File: src/rtl/axi_lite_regfile_slave_pkg.sv
// Shared AXI-Lite definitions: response codes and the write/read FSM state
// encodings used by the register-file slave.
package axi_lite_pkg;

    localparam logic [1:0] RESP_OKAY   = 2'b00;
    localparam logic [1:0] RESP_SLVERR = 2'b10;

    typedef enum logic [1:0] {
        W_IDLE,
        W_HAVE_AW,
        W_HAVE_W,
        W_RESP
    } w_state_e;

    typedef enum logic {
        R_IDLE,
        R_DATA
    } r_state_e;

endpackage

File: src/rtl/axi_lite_regfile_slave_if.sv
// AXI-Lite bus bundle between a master and the register-file slave.
interface axi_lite_regfile_slave_if #(
    parameter int DATA_W = 32,
    parameter int ADDR_W = 32
);
    logic                  AWVALID;
    logic                  AWREADY;
    logic [ADDR_W-1:0]     AWADDR;
    logic                  WVALID;
    logic                  WREADY;
    logic [DATA_W-1:0]     WDATA;
    logic [DATA_W/8-1:0]   WSTRB;
    logic                  BVALID;
    logic                  BREADY;
    logic [1:0]            BRESP;
    logic                  ARVALID;
    logic                  ARREADY;
    logic [ADDR_W-1:0]     ARADDR;
    logic                  RVALID;
    logic                  RREADY;
    logic [DATA_W-1:0]     RDATA;
    logic [1:0]            RRESP;

    modport slave (
        input  AWVALID, AWADDR, WVALID, WDATA, WSTRB, BREADY,
               ARVALID, ARADDR, RREADY,
        output AWREADY, WREADY, BVALID, BRESP, ARREADY, RVALID, RDATA, RRESP
    );

    modport master (
        output AWVALID, AWADDR, WVALID, WDATA, WSTRB, BREADY,
               ARVALID, ARADDR, RREADY,
        input  AWREADY, WREADY, BVALID, BRESP, ARREADY, RVALID, RDATA, RRESP
    );

endinterface

File: src/rtl/axi_lite_regfile_slave_strb_merge.sv
// Byte-lane merge: each lane takes the new byte when its strobe is set,
// otherwise keeps the old byte.
module axi_strb_merge #(
    parameter int DATA_W = 32
) (
    input  logic [DATA_W-1:0]   i_old,
    input  logic [DATA_W-1:0]   i_new,
    input  logic [DATA_W/8-1:0] i_strb,
    output logic [DATA_W-1:0]   o_data
);

    for (genvar b = 0; b < DATA_W/8; b++) begin : g_lane
        assign o_data[b*8 +: 8] = i_strb[b] ? i_new[b*8 +: 8] : i_old[b*8 +: 8];
    end

endmodule

File: src/rtl/axi_lite_regfile_slave.sv
// AXI-Lite register file: independent write (AW/W/B) and read (AR/R) FSMs
// over NUM_REGS word-indexed registers with per-register read-only masking.
module axi_lite_regfile_slave
    import axi_lite_pkg::*;
#(
    parameter int                   DATA_W    = 32,
    parameter int                   ADDR_W    = 32,
    parameter int                   NUM_REGS  = 8,
    parameter logic [NUM_REGS-1:0]  RO_MASK   = '0,
    parameter logic [DATA_W-1:0]    RESET_VAL = '0
) (
    input  logic                         ACLK,
    input  logic                         ARESET,
    axi_lite_regfile_slave_if.slave      s_axi,
    output logic [NUM_REGS*DATA_W-1:0]   reg_out,
    output logic [NUM_REGS-1:0]          wr_pulse
);

    localparam int STRB_W = DATA_W / 8;

    // r_live keeps every READY low while in reset and until the first edge after release
    logic                   r_live;
    w_state_e               r_wst, w_wst_nxt;
    r_state_e               r_rst, w_rst_nxt;

    logic [ADDR_W-1:0]      r_awaddr;
    logic [DATA_W-1:0]      r_wdata;
    logic [STRB_W-1:0]      r_wstrb;
    logic [1:0]             r_bresp;

    logic [DATA_W-1:0]      r_rdata;
    logic [1:0]             r_rresp;

    logic [DATA_W-1:0]      r_regs   [NUM_REGS];
    logic [DATA_W-1:0]      w_merged [NUM_REGS];
    logic [NUM_REGS-1:0]    r_wr_pulse;

    logic                   w_aw_hs, w_w_hs, w_b_hs, w_ar_hs, w_r_hs;
    logic                   w_commit, w_wr_err, w_rd_err;
    logic [ADDR_W-1:0]      w_addr;
    logic [DATA_W-1:0]      w_data;
    logic [STRB_W-1:0]      w_strb;
    logic [NUM_REGS-1:0]    w_wr_hit, w_rd_hit, w_sel;
    logic [DATA_W-1:0]      w_rd_data;

    assign s_axi.AWREADY = r_live & ((r_wst == W_IDLE) | (r_wst == W_HAVE_W));
    assign s_axi.WREADY  = r_live & ((r_wst == W_IDLE) | (r_wst == W_HAVE_AW));
    assign s_axi.BVALID  = (r_wst == W_RESP);
    assign s_axi.BRESP   = r_bresp;
    assign s_axi.ARREADY = r_live & (r_rst == R_IDLE);
    assign s_axi.RVALID  = (r_rst == R_DATA);
    assign s_axi.RDATA   = r_rdata;
    assign s_axi.RRESP   = r_rresp;

    assign w_aw_hs = s_axi.AWVALID & s_axi.AWREADY;
    assign w_w_hs  = s_axi.WVALID  & s_axi.WREADY;
    assign w_b_hs  = s_axi.BVALID  & s_axi.BREADY;
    assign w_ar_hs = s_axi.ARVALID & s_axi.ARREADY;
    assign w_r_hs  = s_axi.RVALID  & s_axi.RREADY;

    // The half that arrived first comes from the latch, the other from the bus
    assign w_addr = (r_wst == W_HAVE_AW) ? r_awaddr : s_axi.AWADDR;
    assign w_data = (r_wst == W_HAVE_W)  ? r_wdata  : s_axi.WDATA;
    assign w_strb = (r_wst == W_HAVE_W)  ? r_wstrb  : s_axi.WSTRB;

    always_comb begin
        w_wst_nxt = r_wst;
        w_commit  = 1'b0;
        case (r_wst)
            W_IDLE: begin
                if (w_aw_hs && w_w_hs) begin
                    w_wst_nxt = W_RESP;
                    w_commit  = 1'b1;
                end else if (w_aw_hs) begin
                    w_wst_nxt = W_HAVE_AW;
                end else if (w_w_hs) begin
                    w_wst_nxt = W_HAVE_W;
                end
            end
            W_HAVE_AW: begin
                if (w_w_hs) begin
                    w_wst_nxt = W_RESP;
                    w_commit  = 1'b1;
                end
            end
            W_HAVE_W: begin
                if (w_aw_hs) begin
                    w_wst_nxt = W_RESP;
                    w_commit  = 1'b1;
                end
            end
            W_RESP: begin
                if (w_b_hs) w_wst_nxt = W_IDLE;
            end
            default: w_wst_nxt = W_IDLE;
        endcase
    end

    always_comb begin
        w_rst_nxt = r_rst;
        case (r_rst)
            R_IDLE:  if (w_ar_hs) w_rst_nxt = R_DATA;
            R_DATA:  if (w_r_hs)  w_rst_nxt = R_IDLE;
            default: w_rst_nxt = R_IDLE;
        endcase
    end

    always_comb begin
        w_wr_hit  = '0;
        w_rd_hit  = '0;
        w_rd_data = '0;
        for (int i = 0; i < NUM_REGS; i++) begin
            w_wr_hit[i] = (w_addr == ADDR_W'(i));
            w_rd_hit[i] = (s_axi.ARADDR == ADDR_W'(i));
            if (w_rd_hit[i]) w_rd_data = r_regs[i];
        end
    end

    // A write errors when it hits no writable register (out of range or read-only)
    assign w_wr_err = ~|(w_wr_hit & ~RO_MASK);
    assign w_rd_err = ~|w_rd_hit;
    assign w_sel    = w_wr_hit & ~RO_MASK & {NUM_REGS{w_commit}};

    always_ff @(posedge ACLK or negedge ARESET) begin
        if (!ARESET) begin
            r_live     <= 1'b0;
            r_wst      <= W_IDLE;
            r_rst      <= R_IDLE;
            r_awaddr   <= '0;
            r_wdata    <= '0;
            r_wstrb    <= '0;
            r_bresp    <= RESP_OKAY;
            r_rdata    <= '0;
            r_rresp    <= RESP_OKAY;
            r_wr_pulse <= '0;
        end else begin
            r_live     <= 1'b1;
            r_wst      <= w_wst_nxt;
            r_rst      <= w_rst_nxt;
            r_wr_pulse <= w_sel;
            if (w_aw_hs) r_awaddr <= s_axi.AWADDR;
            if (w_w_hs) begin
                r_wdata <= s_axi.WDATA;
                r_wstrb <= s_axi.WSTRB;
            end
            if (w_commit) r_bresp <= w_wr_err ? RESP_SLVERR : RESP_OKAY;
            if (w_ar_hs) begin
                r_rdata <= w_rd_err ? '0 : w_rd_data;
                r_rresp <= w_rd_err ? RESP_SLVERR : RESP_OKAY;
            end
        end
    end

    for (genvar i = 0; i < NUM_REGS; i++) begin : g_reg
        axi_strb_merge #(.DATA_W(DATA_W)) u_merge (
            .i_old  (r_regs[i]),
            .i_new  (w_data),
            .i_strb (w_strb),
            .o_data (w_merged[i])
        );

        always_ff @(posedge ACLK or negedge ARESET) begin
            if (!ARESET)       r_regs[i] <= RESET_VAL;
            else if (w_sel[i]) r_regs[i] <= w_merged[i];
        end

        assign reg_out[i*DATA_W +: DATA_W] = r_regs[i];
    end

    assign wr_pulse = r_wr_pulse;

endmodule

File: src/flat_wrapper.sv
// flat-port wrapper written by rule: the top's interface ports become plain ports
module axi_lite_regfile_slave_flat import axi_lite_pkg::*;
#(
    parameter int                   DATA_W    = 32,
    parameter int                   ADDR_W    = 32,
    parameter int                   NUM_REGS  = 8,
    parameter logic [NUM_REGS-1:0]  RO_MASK   = '0,
    parameter logic [DATA_W-1:0]    RESET_VAL = '0
)
  (ACLK, ARESET, reg_out, wr_pulse, s_axi_AWVALID, s_axi_AWADDR, s_axi_WVALID, s_axi_WDATA, s_axi_WSTRB, s_axi_BREADY, s_axi_ARVALID, s_axi_ARADDR, s_axi_RREADY, s_axi_AWREADY, s_axi_WREADY, s_axi_BVALID, s_axi_BRESP, s_axi_ARREADY, s_axi_RVALID, s_axi_RDATA, s_axi_RRESP);
  axi_lite_regfile_slave_if #(.DATA_W(DATA_W), .ADDR_W(ADDR_W)) s_axi_i ();
  input  logic ACLK;
  input  logic ARESET;
  output logic [NUM_REGS*DATA_W-1:0] reg_out;
  output logic [NUM_REGS-1:0] wr_pulse;
  input wire logic [$bits(s_axi_i.AWVALID)-1:0] s_axi_AWVALID;
  input wire logic [$bits(s_axi_i.AWADDR)-1:0] s_axi_AWADDR;
  input wire logic [$bits(s_axi_i.WVALID)-1:0] s_axi_WVALID;
  input wire logic [$bits(s_axi_i.WDATA)-1:0] s_axi_WDATA;
  input wire logic [$bits(s_axi_i.WSTRB)-1:0] s_axi_WSTRB;
  input wire logic [$bits(s_axi_i.BREADY)-1:0] s_axi_BREADY;
  input wire logic [$bits(s_axi_i.ARVALID)-1:0] s_axi_ARVALID;
  input wire logic [$bits(s_axi_i.ARADDR)-1:0] s_axi_ARADDR;
  input wire logic [$bits(s_axi_i.RREADY)-1:0] s_axi_RREADY;
  output wire logic [$bits(s_axi_i.AWREADY)-1:0] s_axi_AWREADY;
  output wire logic [$bits(s_axi_i.WREADY)-1:0] s_axi_WREADY;
  output wire logic [$bits(s_axi_i.BVALID)-1:0] s_axi_BVALID;
  output wire logic [$bits(s_axi_i.BRESP)-1:0] s_axi_BRESP;
  output wire logic [$bits(s_axi_i.ARREADY)-1:0] s_axi_ARREADY;
  output wire logic [$bits(s_axi_i.RVALID)-1:0] s_axi_RVALID;
  output wire logic [$bits(s_axi_i.RDATA)-1:0] s_axi_RDATA;
  output wire logic [$bits(s_axi_i.RRESP)-1:0] s_axi_RRESP;
  assign s_axi_i.AWVALID = s_axi_AWVALID;
  assign s_axi_i.AWADDR = s_axi_AWADDR;
  assign s_axi_i.WVALID = s_axi_WVALID;
  assign s_axi_i.WDATA = s_axi_WDATA;
  assign s_axi_i.WSTRB = s_axi_WSTRB;
  assign s_axi_i.BREADY = s_axi_BREADY;
  assign s_axi_i.ARVALID = s_axi_ARVALID;
  assign s_axi_i.ARADDR = s_axi_ARADDR;
  assign s_axi_i.RREADY = s_axi_RREADY;
  assign s_axi_AWREADY = s_axi_i.AWREADY;
  assign s_axi_WREADY = s_axi_i.WREADY;
  assign s_axi_BVALID = s_axi_i.BVALID;
  assign s_axi_BRESP = s_axi_i.BRESP;
  assign s_axi_ARREADY = s_axi_i.ARREADY;
  assign s_axi_RVALID = s_axi_i.RVALID;
  assign s_axi_RDATA = s_axi_i.RDATA;
  assign s_axi_RRESP = s_axi_i.RRESP;
  axi_lite_regfile_slave #(.DATA_W(DATA_W), .ADDR_W(ADDR_W), .NUM_REGS(NUM_REGS), .RO_MASK(RO_MASK), .RESET_VAL(RESET_VAL)) u_core (.ACLK(ACLK), .ARESET(ARESET), .s_axi(s_axi_i), .reg_out(reg_out), .wr_pulse(wr_pulse));
endmodule
File: config.mk
export PLATFORM = sky130hd
export DESIGN_NAME = axi_lite_regfile_slave_flat
export DESIGN_NICKNAME = d
export VERILOG_FILES = /design/src/rtl/axi_lite_regfile_slave_pkg.sv /design/src/rtl/axi_lite_regfile_slave_if.sv /design/src/rtl/axi_lite_regfile_slave_strb_merge.sv /design/src/rtl/axi_lite_regfile_slave.sv /design/src/flat_wrapper.sv
export SDC_FILE = /design/constraint.sdc
export NUM_CORES = 1
export LEC_CHECK = 0
export ABC_AREA = 1
export CAP_MARGIN = 20
export CORE_MARGIN = 10
export CORE_UTILIZATION = 50
export CTS_BUF_LIST = sky130_fd_sc_hd__clkbuf_16
export CTS_CLUSTER_SIZE = 8
export DETAILED_ROUTE_END_ITERATION = 8
export PLACE_DENSITY_LB_ADDON = 0.08
export SLEW_MARGIN = 20
export SYNTH_ARGS = -nofsm -noshare
export SYNTH_HDL_FRONTEND = slang
export SYNTH_SLANG_ARGS = --single-unit
export TNS_END_PERCENT = 30
File: constraint.sdc
create_clock -name ACLK -period 2.7 [get_ports ACLK]
set_clock_uncertainty 0.05 [all_clocks]
set_input_delay 0.81 -clock ACLK [delete_from_list [all_inputs] [get_ports ACLK]]
set_output_delay 0.81 -clock ACLK [all_outputs]
set_load 0.02 [all_outputs]
==> metrics, run 1 <==
status finished clean; CTS tree yes; Reg area 0.00926 sq mm; clk buf depth 3; Yosys cell types 40; Yosys warning total 0; DRC violations left 0; clock latency on the worst-skew pair 0.58 ns; dpl cell area 0.0230 sq mm; Area growth, synth to finish 43.3%; top area cells in the synthesized netlist dfrtp_1 (54%), nand2_1 (15%), o21ai_1 (7.0%); Synth Cell Area 0.0171 sq mm; max cap viols 0; worst min-delay path class input port to asynchronous set/reset pin; Final ANT Viol Nets 0; HPWL Detailed 48.4 mm; CP max stage delay 0.42 ns; total track usage 29.7%; Buffers on Ports 409; fin crit period 2.62 ns; vias in the first global route 16145; RSZ-0062 raised after global routing yes; Post-Synth Adder-Cell Area 0.365%; worst path cell trace inv_1 -> ha_1 -> inv_1 -> a21oi_2 -> buf_2; final setup fails 0; Pint 10.4 mW; I/O pin cnt 412; most used cell, CP inv_1; nets@finish 2709; Starting Density 50.8%; vias 16848; Startpoint Class register; first-pass GRT wire length 97.2 mm; CTS sink count 370; Synth Area in Compound Gates 12.8%; drt initial violations 1702; grt total ovfl 0; Data arrival, critical path 1.76 ns; Worst-path clk slew 0.05 ns; CTS Buf Count 52; P per Cell Area 626 mW/mm^2; die area 0.0421 sq mm; Final Slew Violations 0; initial antenna violation count 1; CP Max Fanout 4; final period utilization 96.9%; leakage power 11.4 nW; routability cong. 1.07; Die Width 205 um; Peak VDD IR 536 uV; largest area contributor in the netlist dfrtp_1; Final Hold Fails 0; CP Capture Type output pin; CTS root buf clkbuf_16; Synth Area per Inst 8.18 sq um; fillcell total 2597; hold buffers post-CTS 0; largest net degree at the start of global routing 77; number of synthesized register bits 370; XOR/XNOR Fraction of Synth Area 0%; share of power burned in combinational logic 21.2%; largest family of logic cells by synthesized area simple AND/OR/NAND/NOR gates; H-tree depth 2; Setup Slack @ Placement -0.437 ns; Slew @ Worst Pin 0.606 ns; Die Span Y 205 um; switching pwr 4.95 mW; Vias/cell 5.53; # rows 67; Avg WL per Cell 21.1 um; clock power share 37.5%; Flop pwr share 41.3%; share of cells above drive strength 1 10.8%; Switching Share 32.2%; Worst Setup Path Type register to output pin; Max-slew headroom 59.6%; Worst EP required 1.84 ns; register area share after synthesis 54.0%; worst setup margin 0.0830 ns; mux cell area share after synthesis 0.0584%; Simple-Gate Fraction of Synth Area 27.2%; Mapped Cells 2096; cell area after layout 0.0245 sq mm; Worst R2R Setup Slack 0.13 ns; critical path's slowest cell dfrtp_1; fmax 382 MHz; core area 0.0337 sq mm; area occupied by multi-input gates 0.00708 sq mm; WL final 64.2 mm; Pre-antenna DRT Iters 6; post-synth top area share 54.0%
-- cells in the final DEF (no fill, tap or decap), types with 19 or more instances in the layout --
master,synthesis,routed
nand3_2,32,31
nor2_1,174,167
buf_12,0,53
inv_1,124,121
a21oi_1,56,54
nand4_1,24,24
o21ai_0,116,110
o21ai_1,238,242
dfrtp_1,370,370
nor3_1,20,19
clkdlybuf4s50_1,0,404
buf_4,7,82
nand3b_1,23,23
clkbuf_16,0,54
nand3_1,102,101
nand2_1,662,659
-- synthesized netlist by cell type --
library cell    n
nor3b_4         7
o211ai_2        1
a31oi_1         1
o22ai_1         4
nor3_1         20
clkinv_1        1
dfrtp_1       370
and2_1          1
conb_1          2
nand3_1       102
or2_0           1
nor2_2          6
o21ai_2         5
nor2_4          2
nand4_1        24
nor2_1        174
buf_1           2
nor3_2          1
a21oi_1        56
inv_1         124
or2_2           2
buf_4           7
nand2_1       662
inv_2           4
nand3_2        32
nand2_2         1
mux2i_1         1
ha_1            5
o32ai_2         2
o21a_1          1
nand3b_1       23
clkbuf_1       54
o21ai_1       238
nor3b_1         2
o211ai_1        1
or2_1           2
buf_6           2
buf_2          35
o21ai_0       116
nor4_1          2
-- power groups by stage --
stage	combinational, mW	sequential (mW)	clock [mW]
floorplan	1.78	6.34	0
global placement	3.05	6.37	0
detailed placement	3.13	6.40	0
CTS	3.14	6.32	5.82
global route	3.60	6.39	6.06
finish	3.26	6.34	5.77
-- metal layers --
metal	share of wire (%)	wire length, um	vias up	global-route usage, %
met5	0	0	-	0
met4	3.1	2000	0	9.87
met3	12	7620	112	9.59
met2	44	28100	864	43.8
met1	41	26500	8040	40.7
li1	-	-	7832	-
-- final timing paths --
check | startpoint | end | cells after the start
worst max-delay path | u_core.r_wst[0] | s_axi_WREADY | 5
worst min-delay path | ARESET | u_core.r_awaddr[21] | 1
worst max register to register | u_core.r_wst[1] | u_core.reg_out[189] | 15
worst min register to register | u_core.r_awaddr[3] | u_core.r_awaddr[3] | 2
max in group asynchronous | ARESET | u_core.s_axi.RDATA[9] | 2
min in group ACLK | u_core.r_awaddr[3] | u_core.r_awaddr[3] | 2
-- cell type report --
cell class,count,share of cell area [%]
Antenna cell,1,0.0102
Clock buffer,54,5.50
Clock inverter,2,0.102
Inverter,129,1.97
Multi-Input combinational cell,1498,28.8
Sequential cell,370,37.7
Tap cell,448,2.28
Timing Repair Buffer,546,23.6
-- kinds of logic after synthesis --
family | after synthesis
and+or+nand+nor | 1064
AOI/OAI and AO/OA | 425
buffers and inverters | 229
muxes | 1
DFF | 370
adders and majority gates | 5
other | 2
-- worst max-delay path, delay by kind of cell (launching register included) --
family / cells / cell delay [ns]
adder cells (fa/ha/maj): 1 / 0.17
flip-flops: 1 / 0.42
AO/OA/AOI/OAI: 1 / 0.18
buffers and inverters: 3 / 0.43
-- flip-flops by register name, indices dropped and copies added (netlist names) --
register             flops
u_core.r_wstrb           4
u_core.s_axi.BRESP       1
u_core.r_wdata          32
u_core.reg_out         256
u_core.s_axi.RDATA      32
u_core.r_wst             2
u_core.s_axi.RRESP       1
u_core.wr_pulse          8
u_core.r_awaddr         32
u_core.s_axi.RVALID      1
u_core.r_live            1
-- stage by stage --
stage               util (%)  TNS (ns)  std cells  hold slack [ns]  total power [mW]
floorplan                  -         0       2097            0.391              8.12
global placement        68.4    -59.10       2989            0.404              9.41
detailed placement      68.4    -76.15       2989            0.410              9.52
CTS                     72.5    -0.563       3045           0.0911              15.3
global route            72.8    -0.848       3048            0.103              16.0
finish                  72.8         0       3048           0.0925              15.4
-- what timing repair did --
action                     in CTS  in global routing
setup endpoints to repair      19                298
gates resized for setup        10                 28
pin swaps                       0                  7
setup buffers                   0                  2
Power figures use the tool's default switching activity.
==> run 2, diff against run 1 <==
--- a/config.mk
+++ b/config.mk
@@ -7,8 +7,10 @@
 export LEC_CHECK = 0
 export ABC_AREA = 1
 export CAP_MARGIN = 20
+export CELL_PAD_IN_SITES_DETAIL_PLACEMENT = 1
+export CELL_PAD_IN_SITES_GLOBAL_PLACEMENT = 1
 export CORE_MARGIN = 10
-export CORE_UTILIZATION = 50
+export CORE_UTILIZATION = 37
 export CTS_BUF_LIST = sky130_fd_sc_hd__clkbuf_16
 export CTS_CLUSTER_SIZE = 8
 export DETAILED_ROUTE_END_ITERATION = 8
==> metrics, run 2 (synthesis gave the netlist of run 1 again) <==
status finished clean (unchanged); worst path cell trace ha_4 -> buf_6 -> buf_4 -> o21ai_2 -> inv_2 -> nor2_4 -> nand3_1 -> nor3b_4 -> buf_12 -> nand3_2 -> buf_12 -> nand2_1 -> o21ai_1 (was inv_1 -> ha_1 -> inv_1 -> a21oi_2 -> buf_2); Die Width 235 um (was 205 um); # placed instances 3149 (was 2989); clock latency on the worst-skew pair 0.59 ns (was 0.58 ns); Worst R2R Setup Slack 0.07 ns (was 0.13 ns); leakage power 11.5 nW (was 11.4 nW); routability cong. 0.902 (was 1.07); r2r startpoint u_core.r_wst[0] (was u_core.r_wst[1]); Final Hold Fails 0 (unchanged); Final ANT Viol Nets 0 (unchanged); fmax 381 MHz (was 382 MHz); share of cells above drive strength 1 12.1% (was 10.8%); Data arrival, critical path 3.02 ns (was 1.76 ns); total track usage 26.0% (was 29.7%); CTS root buf clkbuf_16 (unchanged); r2r worst-path depth 13 (was 15); Critical Path Stages 13 (was 5); nets@finish 2731 (was 2709); dpl cell area 0.0233 sq mm (was 0.0230 sq mm); Cell Count, Final, Fillers Out 3223 (was 3048); HPWL Detailed 56.7 mm (was 48.4 mm); most frequent cells in the layout nand2_1 (658), clkdlybuf4s50_1 (404), dfrtp_1 (370) (was nand2_1 (659), clkdlybuf4s50_1 (404), dfrtp_1 (370)); Starting Density 37.6% (was 50.8%); core area 0.0456 sq mm (was 0.0337 sq mm); Vias/cell 5.33 (was 5.53); CTS sink count 370 (unchanged); Worst EP required 3.09 ns (was 1.84 ns); CP max stage delay 0.43 ns (was 0.42 ns); Worst-path clk slew 0.05 ns (about the same); most common cell after layout, fill and taps aside nand2_1 (unchanged); Pre-antenna DRT Iters 5 (was 6); die area 0.0553 sq mm (was 0.0421 sq mm); first-pass GRT wire length 113 mm (was 97.2 mm); vias in the first global route 17848 (was 16145); fin crit period 2.63 ns (was 2.62 ns); H-tree depth 2 (unchanged); P per Cell Area 630 mW/mm^2 (was 626 mW/mm^2); Slew @ Worst Pin 0.649 ns (was 0.606 ns); RSZ-0062 raised after global routing yes (unchanged); family with the most delay on the worst path buffers and inverters (unchanged); Worst Setup Path Type register to register (was register to output pin); largest net degree at the start of global routing 86 (was 77); WL final 75.1 mm (was 64.2 mm); most used cell, CP buf_12 (was inv_1); CP Capture Type register (was output pin); Startpoint Class register (unchanged); hold buffers post-CTS 0 (unchanged); Buffers on Ports 409 (unchanged); vias 17176 (was 16848); Die Span Y 235 um (was 205 um); # diodes 0 (was 1); Final Slew Violations 0 (unchanged); max cap viols 0 (unchanged); CP Launch Point u_core.r_wst[0] (unchanged); clk buf depth 3 (unchanged); initial antenna violation count 0 (was 1); final setup fails 0 (unchanged); DRC violations left 0 (unchanged); Peak VDD IR 809 uV (was 536 uV); worst r2r dst u_core.reg_out[162] (was u_core.reg_out[189]); critical path's slowest cell dfrtp_1 (unchanged); Area growth, synth to finish 46.1% (was 43.3%); CTS Buf Count 52 (unchanged); Buf/Inv on CP 5 (was 3); CP Max Fanout 16 (was 4); cell area after layout 0.0250 sq mm (was 0.0245 sq mm); final period utilization 97.2% (was 96.9%); worst min-delay path class input port to asynchronous set/reset pin (unchanged); Avg WL per Cell 23.3 um (was 21.1 um); Setup crit end u_core.reg_out[162] (was s_axi_WREADY); # rows 78 (was 67); drt initial violations 1319 (was 1702); max reg flops 256 (unchanged); grt total ovfl 0 (unchanged); CTS tree yes (unchanged); I/O pin cnt 412 (unchanged); Max-slew headroom 56.8% (was 59.6%)
run 2: cell types whose count changed in the layout (fill, tap and decap cells not counted), moves of 3 or more:
cell,change
buf_4,+17
nand3_1,-5
o21ai_1,-5
nor2_1,-4
buf_12,+3
buf_6,+3
clkinv_1,+3
nand3_2,+3
nor3_1,-3
o21ai_0,+3
run 2: timing repair:
item / 4_1_cts / 5_1_grt
pin swaps: 5 / 10
setup buffers: 4 / 11
gates resized for setup: 25 / 36
cloned: 0 / 1
setup endpoints to repair: 268 / 292
run 2: how the worst min path moves through the flow:
stage                             from                endpoint  slack (ns)  cells after the start
detailed placement  u_core.r_awaddr[3]      u_core.r_awaddr[3]        0.41                      2
CTS                             ARESET  u_core.s_axi.RDATA[17]        0.07                      1
global route                    ARESET  u_core.s_axi.RDATA[17]        0.10                      1
finish                          ARESET  u_core.s_axi.RDATA[17]         0.1                      1
floorplan           u_core.r_awaddr[0]      u_core.r_awaddr[0]        0.39                      2
global placement    u_core.r_awaddr[1]      u_core.r_awaddr[1]        0.40                      2
run 2: stage by stage:
stage	setup WS, ns	setup TNS, ns	power [mW]	hold WS (ns)	utilization [%]
after CTS	0.000918	0	15.7	0.0736	54.4
final	0.0743	0	15.8	0.0971	54.9
after global routing	-0.0454	-1.07	16.5	0.103	54.9
after floorplan	0.0715	0	8.12	0.391	-
after detailed placement	-0.598	-111.13	9.77	0.408	51.2
after global placement	-0.548	-71.96	9.57	0.405	51.2
run 2: layout make-up:
type / instances / area (sq um)
clock inverter: 5 / 28.8
clock buffer: 53 / 1330
timing repair buffer: 568 / 6020
fill: 5309 / 20500
sequential: 370 / 9260
inverter: 129 / 484
multi-input combinational: 1498 / 7160
tap: 600 / 751
run 2: worst reg2reg max path, delay by kind of cell (launching register included):
family	cells	cell delay, ns
simple gates	5	0.68
compound gates	2	0.35
buf+inv	5	0.75
flops	1	0.43
fa+ha+maj	1	0.21
run 2: report_power, final:
group / switching (mW) / internal [mW]
sequential: 0.294 / 6.05
clock: 2.41 / 3.42
combinational: 2.61 / 0.972
run 2: layer usage:
layer,up-vias,wire (um),track usage (%)
li1,7872,-,-
met1,8690,33100,34.5
met2,518,34800,41.0
met3,96,5320,6.82
met4,0,1860,7.70
met5,-,0,0
